## src/rtl/multicycle_control_if.sv

```systemverilog
// Signal bundle between the multicycle control unit (master) and its datapath/memory side (slave).
interface multicycle_control_if #(
  parameter int ALUOP_WIDTH = 3
);
  logic [5:0]             op;
  logic                   mem_ready;
  logic                   pc_write;
  logic                   pc_write_eq;
  logic                   pc_write_ne;
  logic                   iord;
  logic                   mem_read;
  logic                   mem_write;
  logic                   ir_write;
  logic [1:0]             reg_dst;
  logic [1:0]             mem_to_reg;
  logic                   reg_write;
  logic                   alu_src_a;
  logic [1:0]             alu_src_b;
  logic [1:0]             pc_source;
  logic [ALUOP_WIDTH-1:0] alu_op;
  logic [3:0]             state;
  logic                   illegal_op;
  logic                   mem_timeout;

  modport master (
    input  op, mem_ready,
    output pc_write, pc_write_eq, pc_write_ne, iord, mem_read, mem_write, ir_write,
           reg_dst, mem_to_reg, reg_write, alu_src_a, alu_src_b, pc_source, alu_op,
           state, illegal_op, mem_timeout
  );

  modport slave (
    output op, mem_ready,
    input  pc_write, pc_write_eq, pc_write_ne, iord, mem_read, mem_write, ir_write,
           reg_dst, mem_to_reg, reg_write, alu_src_a, alu_src_b, pc_source, alu_op,
           state, illegal_op, mem_timeout
  );
endinterface

```

## src/rtl/multicycle_control.sv

```systemverilog
// Multicycle MIPS control FSM with memory wait states, wait timeout and illegal-opcode trap.
// Define JAL_SUPPORT_EN to build the JAL state (op 03); otherwise op 03 traps as illegal.
module multicycle_control #(
  parameter int ALUOP_WIDTH  = 3,
  parameter int WAIT_TIMEOUT = 15
) (
  input  logic                 clk,
  input  logic                 reset,
  multicycle_control_if.master bus
);

  localparam int CW = (WAIT_TIMEOUT > 0) ? $clog2(WAIT_TIMEOUT + 1) : 1;

  typedef enum logic [3:0] {
    FETCH    = 4'd0,
    DECODE   = 4'd1,
    MEM_ADDR = 4'd2,
    MEM_RD   = 4'd3,
    MEM_WB   = 4'd4,
    MEM_WR   = 4'd5,
    R_EXEC   = 4'd6,
    R_WB     = 4'd7,
    BRANCH   = 4'd8,
    JUMP     = 4'd9,
    I_EXEC   = 4'd10,
    I_WB     = 4'd11,
`ifdef JAL_SUPPORT_EN
    JAL      = 4'd12,
`endif
    TRAP     = 4'd15
  } state_t;

  state_t          state_q, state_d;
  logic [5:0]      op_q;
  logic [CW-1:0]   wait_q;
  logic            illegal_q, timeout_q;
  logic            waiting, set_illegal, set_timeout, timeout_hit;

  // The WAIT_TIMEOUT-th consecutive not-ready cycle is the last one tolerated.
  assign timeout_hit = (WAIT_TIMEOUT != 0) && (int'(wait_q) >= WAIT_TIMEOUT - 1);

  always_ff @(posedge clk or negedge reset) begin
    if (!reset) begin
      state_q   <= FETCH;
      op_q      <= '0;
      wait_q    <= '0;
      illegal_q <= 1'b0;
      timeout_q <= 1'b0;
    end else begin
      state_q <= state_d;
      if (state_q == DECODE) op_q <= bus.op;
      if (state_d != state_q)            wait_q <= '0;
      else if (waiting && wait_q != '1)  wait_q <= wait_q + CW'(1);
      illegal_q <= illegal_q | set_illegal;
      timeout_q <= timeout_q | set_timeout;
    end
  end

  always_comb begin
    state_d         = state_q;
    waiting         = 1'b0;
    set_illegal     = 1'b0;
    set_timeout     = 1'b0;
    bus.pc_write    = 1'b0;
    bus.pc_write_eq = 1'b0;
    bus.pc_write_ne = 1'b0;
    bus.iord        = 1'b0;
    bus.mem_read    = 1'b0;
    bus.mem_write   = 1'b0;
    bus.ir_write    = 1'b0;
    bus.reg_dst     = 2'b00;
    bus.mem_to_reg  = 2'b00;
    bus.reg_write   = 1'b0;
    bus.alu_src_a   = 1'b0;
    bus.alu_src_b   = 2'b00;
    bus.pc_source   = 2'b00;
    bus.alu_op      = '0;
    bus.state       = state_q;
    bus.illegal_op  = illegal_q;
    bus.mem_timeout = timeout_q;

    case (state_q)
      FETCH: begin
        bus.mem_read  = 1'b1;
        bus.alu_src_b = 2'b01;
        bus.alu_op    = ALUOP_WIDTH'(3'b010);
        if (bus.mem_ready) begin
          bus.ir_write = 1'b1;
          bus.pc_write = 1'b1;
          state_d      = DECODE;
        end else begin
          waiting = 1'b1;
        end
      end
      DECODE: begin
        bus.alu_src_b = 2'b11;
        bus.alu_op    = ALUOP_WIDTH'(3'b010);
        case (bus.op)
          6'h00:                      state_d = R_EXEC;
          6'h23, 6'h2B:               state_d = MEM_ADDR;
          6'h08, 6'h0C, 6'h0D, 6'h0F: state_d = I_EXEC;
          6'h04, 6'h05:               state_d = BRANCH;
          6'h02:                      state_d = JUMP;
`ifdef JAL_SUPPORT_EN
          6'h03:                      state_d = JAL;
`endif
          default: begin
            state_d     = TRAP;
            set_illegal = 1'b1;
          end
        endcase
      end
      MEM_ADDR: begin
        bus.alu_src_a = 1'b1;
        bus.alu_src_b = 2'b10;
        bus.alu_op    = ALUOP_WIDTH'(3'b010);
        state_d       = (op_q == 6'h23) ? MEM_RD : (op_q == 6'h2B) ? MEM_WR : TRAP;
      end
      MEM_RD: begin
        bus.mem_read = 1'b1;
        bus.iord     = 1'b1;
        if (bus.mem_ready) state_d = MEM_WB;
        else               waiting = 1'b1;
      end
      MEM_WB: begin
        bus.reg_write  = 1'b1;
        bus.mem_to_reg = 2'b01;
        state_d        = FETCH;
      end
      MEM_WR: begin
        bus.mem_write = 1'b1;
        bus.iord      = 1'b1;
        if (bus.mem_ready) state_d = FETCH;
        else               waiting = 1'b1;
      end
      R_EXEC: begin
        bus.alu_src_a = 1'b1;
        bus.alu_op    = ALUOP_WIDTH'(3'b111);
        state_d       = R_WB;
      end
      R_WB: begin
        bus.reg_write = 1'b1;
        bus.reg_dst   = 2'b01;
        state_d       = FETCH;
      end
      I_EXEC: begin
        bus.alu_src_a = 1'b1;
        bus.alu_src_b = 2'b10;
        case (op_q)
          6'h08:   bus.alu_op = ALUOP_WIDTH'(3'b110);
          6'h0C:   bus.alu_op = ALUOP_WIDTH'(3'b011);
          6'h0D:   bus.alu_op = ALUOP_WIDTH'(3'b101);
          default: bus.alu_op = ALUOP_WIDTH'(3'b001);
        endcase
        state_d = I_WB;
      end
      I_WB: begin
        bus.reg_write = 1'b1;
        state_d       = FETCH;
      end
      BRANCH: begin
        bus.alu_src_a   = 1'b1;
        bus.alu_op      = ALUOP_WIDTH'(3'b100);
        bus.pc_source   = 2'b01;
        bus.pc_write_eq = (op_q == 6'h04);
        bus.pc_write_ne = (op_q == 6'h05);
        state_d         = FETCH;
      end
      JUMP: begin
        bus.pc_write  = 1'b1;
        bus.pc_source = 2'b10;
        state_d       = FETCH;
      end
`ifdef JAL_SUPPORT_EN
      JAL: begin
        bus.pc_write   = 1'b1;
        bus.pc_source  = 2'b10;
        bus.reg_write  = 1'b1;
        bus.reg_dst    = 2'b10;
        bus.mem_to_reg = 2'b10;
        state_d        = FETCH;
      end
`endif
      TRAP:    state_d = TRAP;
      default: state_d = TRAP;
    endcase

    // mem_ready=1 takes precedence: waiting is only set on not-ready cycles.
    if (waiting && timeout_hit) begin
      state_d     = TRAP;
      set_timeout = 1'b1;
    end

    // Outputs are held low for as long as reset is asserted.
    if (!reset) begin
      bus.pc_write    = 1'b0;
      bus.pc_write_eq = 1'b0;
      bus.pc_write_ne = 1'b0;
      bus.iord        = 1'b0;
      bus.mem_read    = 1'b0;
      bus.mem_write   = 1'b0;
      bus.ir_write    = 1'b0;
      bus.reg_dst     = 2'b00;
      bus.mem_to_reg  = 2'b00;
      bus.reg_write   = 1'b0;
      bus.alu_src_a   = 1'b0;
      bus.alu_src_b   = 2'b00;
      bus.pc_source   = 2'b00;
      bus.alu_op      = '0;
      bus.state       = 4'd0;
      bus.illegal_op  = 1'b0;
      bus.mem_timeout = 1'b0;
    end
  end

endmodule

```

## src/flat_wrapper.sv

```systemverilog
// flat-port wrapper written by rule: the top's interface ports become plain ports
module multicycle_control_flat 
#(
  parameter int ALUOP_WIDTH  = 3,
  parameter int WAIT_TIMEOUT = 15
)
  (clk, reset, bus_op, bus_mem_ready, bus_pc_write, bus_pc_write_eq, bus_pc_write_ne, bus_iord, bus_mem_read, bus_mem_write, bus_ir_write, bus_reg_dst, bus_mem_to_reg, bus_reg_write, bus_alu_src_a, bus_alu_src_b, bus_pc_source, bus_alu_op, bus_state, bus_illegal_op, bus_mem_timeout);
  multicycle_control_if #(.ALUOP_WIDTH(ALUOP_WIDTH)) bus_i ();
  input  logic clk;
  input  logic reset;
  input wire logic [$bits(bus_i.op)-1:0] bus_op;
  input wire logic [$bits(bus_i.mem_ready)-1:0] bus_mem_ready;
  output wire logic [$bits(bus_i.pc_write)-1:0] bus_pc_write;
  output wire logic [$bits(bus_i.pc_write_eq)-1:0] bus_pc_write_eq;
  output wire logic [$bits(bus_i.pc_write_ne)-1:0] bus_pc_write_ne;
  output wire logic [$bits(bus_i.iord)-1:0] bus_iord;
  output wire logic [$bits(bus_i.mem_read)-1:0] bus_mem_read;
  output wire logic [$bits(bus_i.mem_write)-1:0] bus_mem_write;
  output wire logic [$bits(bus_i.ir_write)-1:0] bus_ir_write;
  output wire logic [$bits(bus_i.reg_dst)-1:0] bus_reg_dst;
  output wire logic [$bits(bus_i.mem_to_reg)-1:0] bus_mem_to_reg;
  output wire logic [$bits(bus_i.reg_write)-1:0] bus_reg_write;
  output wire logic [$bits(bus_i.alu_src_a)-1:0] bus_alu_src_a;
  output wire logic [$bits(bus_i.alu_src_b)-1:0] bus_alu_src_b;
  output wire logic [$bits(bus_i.pc_source)-1:0] bus_pc_source;
  output wire logic [$bits(bus_i.alu_op)-1:0] bus_alu_op;
  output wire logic [$bits(bus_i.state)-1:0] bus_state;
  output wire logic [$bits(bus_i.illegal_op)-1:0] bus_illegal_op;
  output wire logic [$bits(bus_i.mem_timeout)-1:0] bus_mem_timeout;
  assign bus_i.op = bus_op;
  assign bus_i.mem_ready = bus_mem_ready;
  assign bus_pc_write = bus_i.pc_write;
  assign bus_pc_write_eq = bus_i.pc_write_eq;
  assign bus_pc_write_ne = bus_i.pc_write_ne;
  assign bus_iord = bus_i.iord;
  assign bus_mem_read = bus_i.mem_read;
  assign bus_mem_write = bus_i.mem_write;
  assign bus_ir_write = bus_i.ir_write;
  assign bus_reg_dst = bus_i.reg_dst;
  assign bus_mem_to_reg = bus_i.mem_to_reg;
  assign bus_reg_write = bus_i.reg_write;
  assign bus_alu_src_a = bus_i.alu_src_a;
  assign bus_alu_src_b = bus_i.alu_src_b;
  assign bus_pc_source = bus_i.pc_source;
  assign bus_alu_op = bus_i.alu_op;
  assign bus_state = bus_i.state;
  assign bus_illegal_op = bus_i.illegal_op;
  assign bus_mem_timeout = bus_i.mem_timeout;
  multicycle_control #(.ALUOP_WIDTH(ALUOP_WIDTH), .WAIT_TIMEOUT(WAIT_TIMEOUT)) u_core (.clk(clk), .reset(reset), .bus(bus_i));
endmodule
```

## config.mk

```make
export PLATFORM = sky130hd
export DESIGN_NAME = multicycle_control_flat
export DESIGN_NICKNAME = d
export VERILOG_FILES = /design/src/rtl/multicycle_control_if.sv /design/src/rtl/multicycle_control.sv /design/src/flat_wrapper.sv
export SDC_FILE = /design/constraint.sdc
export NUM_CORES = 1
export LEC_CHECK = 0
export CAP_MARGIN = 20
export CORE_ASPECT_RATIO = 0.9
export CORE_MARGIN = 2
export CORE_UTILIZATION = 51
export CTS_BUF_LIST = sky130_fd_sc_hd__clkbuf_8
export DETAILED_ROUTE_END_ITERATION = 8
export MAX_ROUTING_LAYER = met4
export PLACE_DENSITY = 0.9
export SLEW_MARGIN = 20
export SYNTH_ARGS = -nofsm -noshare
export SYNTH_HDL_FRONTEND = slang
export SYNTH_SLANG_ARGS = --single-unit
```

## constraint.sdc

```tcl
create_clock -name clk -period 2.83 [get_ports clk]
set_clock_uncertainty 0.1 [all_clocks]
set_input_delay 0.849 -clock clk [delete_from_list [all_inputs] [get_ports clk]]
set_output_delay 0.849 -clock clk [all_outputs]
set_load 0.1 [all_outputs]
```

==> impl_metrics.csv <==
group,metric,value,unit
status,status,"completed",
yosys,ys_async_sr_fraction,100,%
drt,first_pass_iters,4,
critical_path,critPathCaptureType,"output pin",
drt,wl,5350,um
global_route,grt_pass1_wl,7870,um
critical_path,critPathMaxFanout,4,
timing,period_needed,2.78,ns
cells_and_area,final_cell_mix,"25 x buf_12, 24 x buf_4, 15 x nand2_1, 14 x dfrtp_1, 12 x nor2_1",
drt,highest_layer,"met4",
cells_and_area,nets,244,
drt,routedWlPerCell,20.4,um
clock_tree,tritoncts,"done",
yosys,synthMuxAreaShare,6.12,%
yosys,synth.avg_cell_area,7.90,um^2
timing,finalSetupViolCount,0,
cells_and_area,diodes,0,
clock_tree,cts-root-buf,"clkbuf_8",
floorplan,die_area,3240,um^2
clock_tree,htree_levels,1,
timing,final.period_utilization,98.4,%
power,vdd_ir_drop_max,0.738,mV
drt,ant_nets,0,
drt,vias_per_cell,6.67,
drt,drt-met1-wl,1930,um
floorplan,fp-row-count,18,
floorplan,die_width,59.8,um
global_route,overflow,0,
yosys,ys_seq_area_share,28.0,%
floorplan,ios,35,
yosys,ys_ff_latch,16,
clock_tree,numCtsBuffers,3,
drt,drt_iter0_drc,104,
timing,hold_violations,0,
yosys,ys_warn_count,0,
yosys,synth_simple_gate_area_share,35.4,%
drt,num_vias,1748,
place,gp_congestion,0.860,
global_route,antenna_found_initial,0,
critical_path,r2r-end,"u_core.wait_q[1]",
clock_tree,cts.sinks,16,
cells_and_area,syn_to_final_growth,74.1,%
yosys,synth_flop_cell,"dfrtp_1",
timing,maxSlewHeadroom,54.5,%
critical_path,required,1.88,ns
worst_hold_path,hold_end,"u_core.timeout_q",
global_route,grt_pass1_vias,1619,
worst_hold_path,worstHoldPathCells,1,
critical_path,rr_worst_depth,7,
floorplan,fp.dieH,54.2,um
floorplan,coreArea,2700,um^2
critical_path,crit_arrival,1.83,ns
critical_path,crit_type,"primary input to output pin",
critical_path,critPathSlowestCell,"dlygate4sd2_1",
yosys,synth-compound-area-share,18.7,%
clock_tree,cts_hold_buf,0,
yosys,synth_edf_count,0,
critical_path,critPathMaxStageDelay,0.31,ns
power,pwr_density_cell,1130,nW/um^2
timing,grt_setup_unrepaired,"yes",
drt,wl_met2,2740,um
place,port_buffers,32,
yosys,ys_types,53,
drt,drc,0,
clock_tree,clockBufferDepth,2,
drt,wl_met3,499,um
critical_path,r2r-start,"u_core.state_q[0]",
place,dp_hpwl,3660,um
worst_hold_path,hp-class,"flop to flop",
timing,tns,0,ns
yosys,synth_top_family_by_area,"simple AND/OR/NAND/NOR gates",
cells_and_area,drive_above_1_share,46.1,%
timing,max_freq,359,MHz
yosys,synth_cells,181,
critical_path,crit_chain,"dlygate4sd2_1, inv_4, nor4_4, or2_4, buf_12",
timing,worstMarginPinSlew,0.673,ns
yosys,netlist_area,1430,um^2
timing,maxSlewViolCount,0,
clock_tree,worst_skew_pair.late_latency,0.26,ns
global_route,grt_usage,34.5,%
flow_run,maxCapViolations,0,
cells_and_area,layout_commonest_cell,"buf_12",
timing,fin_hold_ws,0.399,ns
critical_path,reg2reg_slack,0.21,ns
yosys,synth_xor_area_share,3.67,%
power,leakagePower,1.04,nW
clock_tree,clk_pin_slew_worst_paths,0.06,ns
worst_hold_path,hold_start,"u_core.timeout_q",
floorplan,start_util,52.9,%
critical_path,cp-start-kind,"primary input",
global_route,grt_max_degree,16,
yosys,synth_fa_ha_area_share,1.75,%
-- cell type report --
class | count | area (um^2)
clock buffer | 4 | 55.1
fill | 90 | 213
inverter | 5 | 25.0
multi-input combinational | 148 | 1170
sequential | 16 | 403
tap | 30 | 37.5
timing repair buffer | 59 | 801
-- repair_timing --
| item | in CTS | in global routing |
|---|---|---|
| gates resized for setup | 9 | 20 |
| buffers inserted | 3 | 1 |
| cloned | 1 | 0 |
| endpoints found under the setup margin | 28 | 16 |
| pin swaps | 3 | 9 |
-- metal layers --
layer / global-route usage [%] / up-vias
met1: 39.7 / 828
met4: 17.4 / 0
met3: 4.96 / 29
met5: - / -
met2: 59.2 / 148
li1: - / 743
-- logic make-up after synthesis --
family / count (synthesis)
adder cells (fa/ha/maj): 2
multiplexers: 8
AND/OR/NAND/NOR: 90
buffers and inverters: 18
AO/OA/AOI/OAI: 40
other: 1
XOR/XNOR: 6
flip-flops: 16
-- power by group --
part	internal, W	total, W	switching, W
clock network	0.000124	0.000207	0.0000836
logic	0.000781	0.00212	0.00134
registers	0.000309	0.000489	0.000180
-- stage by stage --
| stage | total power, W | cell area (um^2) | utilization, % | std cells | setup WS (ns) |
|---|---|---|---|---|---|
| after detailed placement | 0.00241 | 2290 | 84.9 | 253 | -0.371 |
| after floorplan | 0.00178 | 1610 | - | 182 | -0.575 |
| after global placement | 0.00232 | 2290 | 84.9 | 253 | -0.254 |
| after global routing | 0.00292 | 2490 | 92.1 | 262 | -0.0249 |
| final | 0.00282 | 2490 | 92.1 | 262 | 0.0463 |
| after CTS | 0.00266 | 2420 | 89.4 | 261 | 0.00116 |
-- sequential cells by signal (all words and copies together) (netlist names) --
signal            cells
u_core.illegal_q      1
u_core.op_q           6
u_core.state_q        4
u_core.timeout_q      1
u_core.wait_q         4
-- critical path: cells and delay by family --
kind / cells / cell delay (ns)
buffers and inverters: 3 / 0.53
and+or+nand+nor: 2 / 0.45
-- synth_stat cells, types with 4 or more instances --
cell type | instances | area [um^2]
mux2_2 | 6 | 67.6
nor2_1 | 20 | 75.1
nor2b_1 | 7 | 43.8
and2_1 | 7 | 43.8
nor4_1 | 5 | 31.3
clkbuf_1 | 4 | 15.0
buf_2 | 6 | 30.0
a21oi_1 | 10 | 50.1
o21ai_0 | 9 | 45.0
inv_1 | 4 | 15.0
dfrtp_1 | 16 | 400
nor3_1 | 6 | 30.0
nand2_1 | 18 | 67.6
xor2_1 | 4 | 35.0
-- worst max-delay path by stage --
| stage | start | to | slack (ns) | cells past startpoint |
|---|---|---|---|---|
| after floorplan | bus_mem_ready | bus_pc_write | -0.58 | 4 |
| after global placement | reset | bus_pc_write | -0.25 | 6 |
| after detailed placement | bus_op[0] | u_core.wait_q[0] | -0.37 | 7 |
| after CTS | u_core.op_q[5] | bus_alu_op[1] | 0.001 | 7 |
| after global routing | u_core.op_q[1] | bus_alu_op[1] | -0.02 | 7 |
| final | bus_mem_ready | bus_pc_write | 0.05 | 5 |
(Power assumes the default switching activity.)
